File: src/rtl/keystore_pkg.sv
// keystore_pkg: shared state enum, key provisioning defaults and the per-master response record
package keystore_pkg;
  typedef enum logic {CLEAR, SERVE} state_t;
  localparam logic [31:0] KEY_DEFAULT = 32'h1035_9987;
  localparam int KEY_IDX_DEFAULT = 0;
  typedef struct packed {
    logic rvalid;
    logic err;
    logic [31:0] data;
  } rsp_t;
endpackage

File: src/rtl/keystore_mem_ctrl_if.sv
// keystore_mem_ctrl_if: one master's request (req/we/address/wd) and response (gnt/rvalid/data_out/err) bundle
interface keystore_mem_ctrl_if;
  logic req;
  logic we;
  logic [31:0] address;
  logic [31:0] wd;
  logic gnt;
  logic rvalid;
  logic [31:0] data_out;
  logic err;
  modport master(output req, we, address, wd, input gnt, rvalid, data_out, err);
  modport slave(input req, we, address, wd, output gnt, rvalid, data_out, err);
endinterface

File: src/rtl/rr_arb2.sv
// rr_arb2: two-way round-robin arbiter; req[1:0] in, one-hot combinational gnt[1:0] out, priority flips after each grant
module rr_arb2 (
  input  logic       clk,
  input  logic       reset,
  input  logic [1:0] req,
  output logic [1:0] gnt
);
  logic r_ptr;
  assign gnt = (req == 2'b11) ? (r_ptr ? 2'b10 : 2'b01) : req;
  always_ff @(posedge clk) begin
    if (reset) r_ptr <= 1'b0;
    else if (|gnt) r_ptr <= gnt[0];
  end
endmodule

File: src/rtl/keystore_mem_ctrl.sv
// keystore_mem_ctrl: key memory init sequencer plus two-master round-robin access with lock/read protection; ports clk, reset, m0/m1 bus, lock_set/lock_idx, init_done
module keystore_mem_ctrl
  import keystore_pkg::*;
#(
  parameter int          DEPTH   = 32,
  parameter logic [31:0] KEY     = KEY_DEFAULT,
  parameter int          KEY_IDX = KEY_IDX_DEFAULT
) (
  input  logic                 clk,
  input  logic                 reset,
  keystore_mem_ctrl_if.slave   m0,
  keystore_mem_ctrl_if.slave   m1,
  input  logic                 lock_set,
  input  logic [4:0]           lock_idx,
  output logic                 init_done
);
  localparam int AW = DEPTH > 1 ? $clog2(DEPTH) : 1;
  localparam logic [AW-1:0] KIDX = AW'(KEY_IDX);
  localparam logic [AW-1:0] LAST = AW'(DEPTH - 1);
  state_t            r_state;
  logic [AW-1:0]     r_cnt;
  logic [DEPTH-1:0]  r_lock;
  logic [31:0]       r_mem [DEPTH];
  rsp_t              r_rsp [2];
  logic              r_init_done;
  logic              w_serve, w_sel, w_we, w_oor, w_locked, w_err, w_lidx_ok, w_mem_we, w_unused;
  logic [1:0]        w_gnt;
  logic [31:0]       w_addr, w_wd, w_data, w_mem_wd;
  logic [29:0]       w_word;
  logic [AW-1:0]     w_idx, w_mem_idx;
  assign w_serve = r_state == SERVE;
  rr_arb2 u_arb (
    .clk   (clk),
    .reset (reset),
    .req   ({m1.req, m0.req} & {2{w_serve}}),
    .gnt   (w_gnt)
  );
  assign w_sel     = w_gnt[1];
  assign w_addr    = w_sel ? m1.address : m0.address;
  assign w_we      = w_sel ? m1.we : m0.we;
  assign w_wd      = w_sel ? m1.wd : m0.wd;
  assign w_word    = w_addr[31:2];
  assign w_unused  = ^w_addr[1:0];
  assign w_oor     = {2'b0, w_word} >= 32'(DEPTH);
  assign w_idx     = w_word[AW-1:0];
  assign w_lidx_ok = 32'(lock_idx) < 32'(DEPTH);
  // a lock landing in the same cycle as the access already counts against it
  assign w_locked  = r_lock[w_idx] | (lock_set & w_lidx_ok & (lock_idx[AW-1:0] == w_idx));
  // writes to locked words are refused for both masters; locked reads only for m1
  assign w_err     = w_oor | (w_locked & (w_we | w_sel));
  assign w_data    = w_err ? 32'h0 : (w_we ? w_wd : r_mem[w_idx]);
  assign w_mem_we  = !reset & (w_serve ? (|w_gnt & w_we & !w_err) : 1'b1);
  assign w_mem_idx = w_serve ? w_idx : r_cnt;
  assign w_mem_wd  = w_serve ? w_wd : ((r_cnt == KIDX) ? KEY : 32'h0);
  always_ff @(posedge clk) begin
    if (w_mem_we) r_mem[w_mem_idx] <= w_mem_wd;
  end
  always_ff @(posedge clk) begin
    if (reset) begin
      r_state     <= CLEAR;
      r_cnt       <= '0;
      r_lock      <= '0;
      r_init_done <= 1'b0;
      r_rsp[0]    <= '0;
      r_rsp[1]    <= '0;
    end else if (!w_serve) begin
      r_cnt <= r_cnt + 1'b1;
      if (r_cnt == KIDX) r_lock[KIDX] <= 1'b1;
      if (r_cnt == LAST) begin
        r_state     <= SERVE;
        r_init_done <= 1'b1;
      end
    end else begin
      if (lock_set & w_lidx_ok) r_lock[lock_idx[AW-1:0]] <= 1'b1;
      for (int i = 0; i < 2; i++) begin
        r_rsp[i].rvalid <= w_gnt[i];
        if (w_gnt[i]) begin
          r_rsp[i].err  <= w_err;
          r_rsp[i].data <= w_data;
        end
      end
    end
  end
  assign m0.gnt      = w_gnt[0];
  assign m1.gnt      = w_gnt[1];
  assign m0.rvalid   = r_rsp[0].rvalid;
  assign m1.rvalid   = r_rsp[1].rvalid;
  assign m0.err      = r_rsp[0].err;
  assign m1.err      = r_rsp[1].err;
  assign m0.data_out = r_rsp[0].data;
  assign m1.data_out = r_rsp[1].data;
  assign init_done   = r_init_done;
endmodule

File: src/flat_wrapper.sv
// flat-port wrapper written by rule: the top's interface ports become plain ports
module keystore_mem_ctrl_flat import keystore_pkg::*;
#(
  parameter int          DEPTH   = 32,
  parameter logic [31:0] KEY     = KEY_DEFAULT,
  parameter int          KEY_IDX = KEY_IDX_DEFAULT
)
  (clk, reset, lock_set, lock_idx, init_done, m0_req, m0_we, m0_address, m0_wd, m0_gnt, m0_rvalid, m0_data_out, m0_err, m1_req, m1_we, m1_address, m1_wd, m1_gnt, m1_rvalid, m1_data_out, m1_err);
  keystore_mem_ctrl_if m0_i ();
  keystore_mem_ctrl_if m1_i ();
  input  logic clk;
  input  logic reset;
  input  logic lock_set;
  input  logic [4:0] lock_idx;
  output logic init_done;
  input wire logic [$bits(m0_i.req)-1:0] m0_req;
  input wire logic [$bits(m0_i.we)-1:0] m0_we;
  input wire logic [$bits(m0_i.address)-1:0] m0_address;
  input wire logic [$bits(m0_i.wd)-1:0] m0_wd;
  output wire logic [$bits(m0_i.gnt)-1:0] m0_gnt;
  output wire logic [$bits(m0_i.rvalid)-1:0] m0_rvalid;
  output wire logic [$bits(m0_i.data_out)-1:0] m0_data_out;
  output wire logic [$bits(m0_i.err)-1:0] m0_err;
  input wire logic [$bits(m1_i.req)-1:0] m1_req;
  input wire logic [$bits(m1_i.we)-1:0] m1_we;
  input wire logic [$bits(m1_i.address)-1:0] m1_address;
  input wire logic [$bits(m1_i.wd)-1:0] m1_wd;
  output wire logic [$bits(m1_i.gnt)-1:0] m1_gnt;
  output wire logic [$bits(m1_i.rvalid)-1:0] m1_rvalid;
  output wire logic [$bits(m1_i.data_out)-1:0] m1_data_out;
  output wire logic [$bits(m1_i.err)-1:0] m1_err;
  assign m0_i.req = m0_req;
  assign m0_i.we = m0_we;
  assign m0_i.address = m0_address;
  assign m0_i.wd = m0_wd;
  assign m0_gnt = m0_i.gnt;
  assign m0_rvalid = m0_i.rvalid;
  assign m0_data_out = m0_i.data_out;
  assign m0_err = m0_i.err;
  assign m1_i.req = m1_req;
  assign m1_i.we = m1_we;
  assign m1_i.address = m1_address;
  assign m1_i.wd = m1_wd;
  assign m1_gnt = m1_i.gnt;
  assign m1_rvalid = m1_i.rvalid;
  assign m1_data_out = m1_i.data_out;
  assign m1_err = m1_i.err;
  keystore_mem_ctrl #(.DEPTH(DEPTH), .KEY(KEY), .KEY_IDX(KEY_IDX)) u_core (.clk(clk), .reset(reset), .m0(m0_i), .m1(m1_i), .lock_set(lock_set), .lock_idx(lock_idx), .init_done(init_done));
endmodule
File: config.mk
export PLATFORM = sky130hd
export DESIGN_NAME = keystore_mem_ctrl_flat
export DESIGN_NICKNAME = d
export VERILOG_FILES = /design/src/rtl/keystore_pkg.sv /design/src/rtl/keystore_mem_ctrl_if.sv /design/src/rtl/rr_arb2.sv /design/src/rtl/keystore_mem_ctrl.sv /design/src/flat_wrapper.sv
export SDC_FILE = /design/constraint.sdc
export NUM_CORES = 2
export LEC_CHECK = 0
export BUFFER_PORTS_ARGS = -buffer_cell sky130_fd_sc_hd__clkbuf_2
export CORE_MARGIN = 4
export CORE_UTILIZATION = 60
export DETAILED_ROUTE_END_ITERATION = 7
export GPL_ROUTABILITY_DRIVEN = 0
export MAX_ROUTING_LAYER = met4
export PLACE_DENSITY_LB_ADDON = 0.1
export SETUP_SLACK_MARGIN = 0.1
export SYNTH_ARGS = -nofsm -noshare
export SYNTH_HDL_FRONTEND = slang
export SYNTH_SLANG_ARGS = --single-unit
File: constraint.sdc
create_clock -name clk -period 8.22 [get_ports clk]
set_clock_uncertainty 0.1 [all_clocks]
set_input_delay 1.644 -clock clk [delete_from_list [all_inputs] [get_ports clk]]
set_output_delay 1.644 -clock clk [all_outputs]
set_load 0.01 [all_outputs]
==> metrics <==
synth warn=0; Synth area leaders=edfxtp_1, nand2_1, a211oi_1; Synth cell types=77; r2r endpoint=u_core.r_mem[2][14]; Final nets=3578; PwrDens=231 mW/mm^2; mapped cell area=0.0462 mm^2; Critical Path Sink Type=flip-flop; via count=30800; static leakage=17.9 nW; largest net degree at the start of global routing=219; CP peak stage delay=1.04 ns; PostCTS Resize Cnt=0; Chip Width=between 200 and 300 um; IO buf count=206; clk root buf=clkbuf_16; critical path type=reg -> reg; CTS Buf Count=111; Max Freq=157 MHz; count leader, synth=edfxtp_1; H-tree depth=3; Residual DRC=0; via-per-instance ratio=6.74; crit path DAT=around 6.6 ns; Hold Path Sink=u_core.r_lock[7]; fill cell count=5072; FF-to-FF path depth=9; initial drt markers=4018; Hold Crit Start=u_core.r_lock[7]; first-pass GRT wire length=195000 um; slack of the worst reg-to-reg path=between 1.5 and 2 ns; Post-synth ARST share=0%; M1 WL=51300 um; met3 routed WL=15000 um; final hold viol count=0; # Post-CTS Setup Buffers=0; Critical path buffers and inverters=1; worst r2r src=u_core.r_state; setup_tns=0 ns; worst-path cell chain=nand2_1, o21ai_1, nand2_1, nand2_4, nor4_4, nor4_4, nand3b_1, a21oi_4, buf_12; Worst VDD drop=0.173 mV; startpoint types=flip-flop; Post-Layout Inst Area=~0.053 mm^2; Die Height=~290 um; Slew Viols, Final=0; minimum clock period=6.38 ns; drt total wl=roughly 140000 um; Clk Latency, worst-skew pair=0.68 ns; Longest Clk Path Bufs=3; Mapped Cells=approximately 3300; vias in the first global route=29500; Post-synth EDFFs=1092; grt total ovfl=0; Synth Register Bits=1132; hold path cells=2; top-area cell type share of the netlist area=71.0%; Worst-path clk slew=0.06 ns; initial core utilization=60.7%; pre-CTS setup slack=1.54 ns; Rows=slightly above 100; most instantiated cells after synthesis=edfxtp_1, nand2_1, a211oi_1; CTS Sinks=1132; TritonRoute pass-1 iters=8; Routed Antenna Nets=0; crit path max fanout=26; Critical Path RT=8.48 ns; layout cell share with drive strength beyond 1=between 10% and 20%; hpwl dp=77800 um; hold crit path type=reg -> reg; top-level port count=211; met2 WL=about 65000 um; status=finished, final reports clean; worst setup margin=~1.8 ns; Post-CTS Hold Buffers=0; RSZ-0062 raised after global routing=no; Slew @ Worst Pin=1.38 ns; Synth area leader=edfxtp_1; syn nets=3402; fin crit share=between 70 and 80%; Total GRT Usage=33.7%; Top FF cell, synth=edfxtp_1; register area share after synthesis=72.8%; CP max stage cell=dfxtp_1; endpoints failing setup=0; initial antenna violation count=1; CP delay by family, top=simple AND/OR/NAND/NOR gates; max layer used=met4; worst relative slew slack=7.89%; post-place instance area=0.0490 mm^2; routed len/inst=29.8 um; n_diodes=0; TritonCTS clock tree=built; Die ar.=0.0814 mm^2; number of max-cap violations=0; core area=0.0761 mm^2; Avg Cell Area, Syn=about 14 um^2; Area Overhead vs Synth=14.0%
==> sequential cells by signal, summed over array words and instances, names as in the netlist <==
name	count
u_core.r_mem	1024
u_core.r_rsp	68
u_core.r_lock	32
u_core.r_cnt	5
u_core.init_done	1
u_core.r_state	1
u_core.u_arb.r_ptr	1
==> cell usage in the layout, fill, tap and decap left out, drive strengths merged, types with 41 or more instances in the layout <==
cell type  synthesis  layout
a31oi             43      43
o221ai            41      41
mux2i            127     127
and3             119     119
a21oi            121     121
a311oi           146     146
a211oi           174     174
edfxtp          1092    1092
clkinv             1      55
nand2            543     543
nand3             56      56
buf               79     107
nor3              55      55
a21boi            70      70
nor2             127     127
nor4              61      61
clkbuf           171     339
==> worst min-delay path, delay by kind of cell (launching register included) <==
| kind | cells | cell delay, ns |
|---|---|---|
| AO/OA/AOI/OAI | 1 | 0.04 |
| flip-flops | 1 | 0.32 |
| AND/OR/NAND/NOR | 1 | 0.07 |
==> layout make-up <==
class	instances	area (um^2)	share of cell area, %
Inverter	10	37.5	0.0713
Tap cell	1030	1290	2.45
Clock buffer	133	2880	5.47
Multi-Input combinational cell	1867	12000	22.7
Sequential cell	1132	33600	63.8
Clock inverter	77	713	1.35
Timing Repair Buffer	313	2170	4.13
==> kinds of logic after synthesis <==
| logic type | Yosys count | share of synthesized area, % |
|---|---|---|
| DFF | 1132 | 72.8 |
| muxes | 134 | 2.97 |
| adders and majority gates | 3 | 0.0813 |
| AOI/OAI and AO/OA | 713 | 11.4 |
| and+or+nand+nor | 1010 | 10.3 |
| xor gates and xnor gates | 7 | 0.133 |
| buffers and inverters | 260 | 2.34 |
==> per-stage QoR <==
| step | utilization [%] | instances | hold WS, ns | total power [mW] |
|---|---|---|---|---|
| 2_1_floorplan | - | 3259 | 0.329 | 6.97 |
| 3_3_place_gp | 64.5 | 4352 | 0.344 | 7.26 |
| 3_5_place_dp | 64.5 | 4352 | 0.352 | 7.29 |
| 4_1_cts | 69.2 | 4562 | 0.371 | 12.2 |
| 5_1_grt | 69.2 | 4562 | 0.402 | 12.5 |
| 6_report | 69.2 | 4562 | 0.370 | 12.2 |
==> worst max-delay path by stage <==
stage              startpoint                    to  slack (ns)  cells past startpoint
2_1_floorplan          m1_req   u_core.r_mem[21][0]        2.34                     11
3_3_place_gp           m1_req  u_core.r_mem[23][29]        1.67                     10
3_5_place_dp           m1_req  u_core.r_mem[22][11]        1.54                     10
4_1_cts        u_core.r_state  u_core.r_mem[23][10]        2.13                      9
5_1_grt        u_core.r_state  u_core.r_mem[23][24]        1.71                      9
6_report       u_core.r_state   u_core.r_mem[2][14]        1.84                      9
==> where the power goes <==
part           leakage [nW]  switching [mW]  total (mW)  internal (mW)
Clock                  1.76            2.14        5.00           2.85
Sequential             10.4          0.0156        6.42           6.40
Combinational          5.72           0.569       0.773          0.204
==> metal layers <==
metal,up-vias,track usage (%)
li1,13100,-
met1,15400,44.2
met2,1941,53.0
met3,332,6.97
met4,0,12.1
met5,-,-
(Power assumes the default switching activity.)
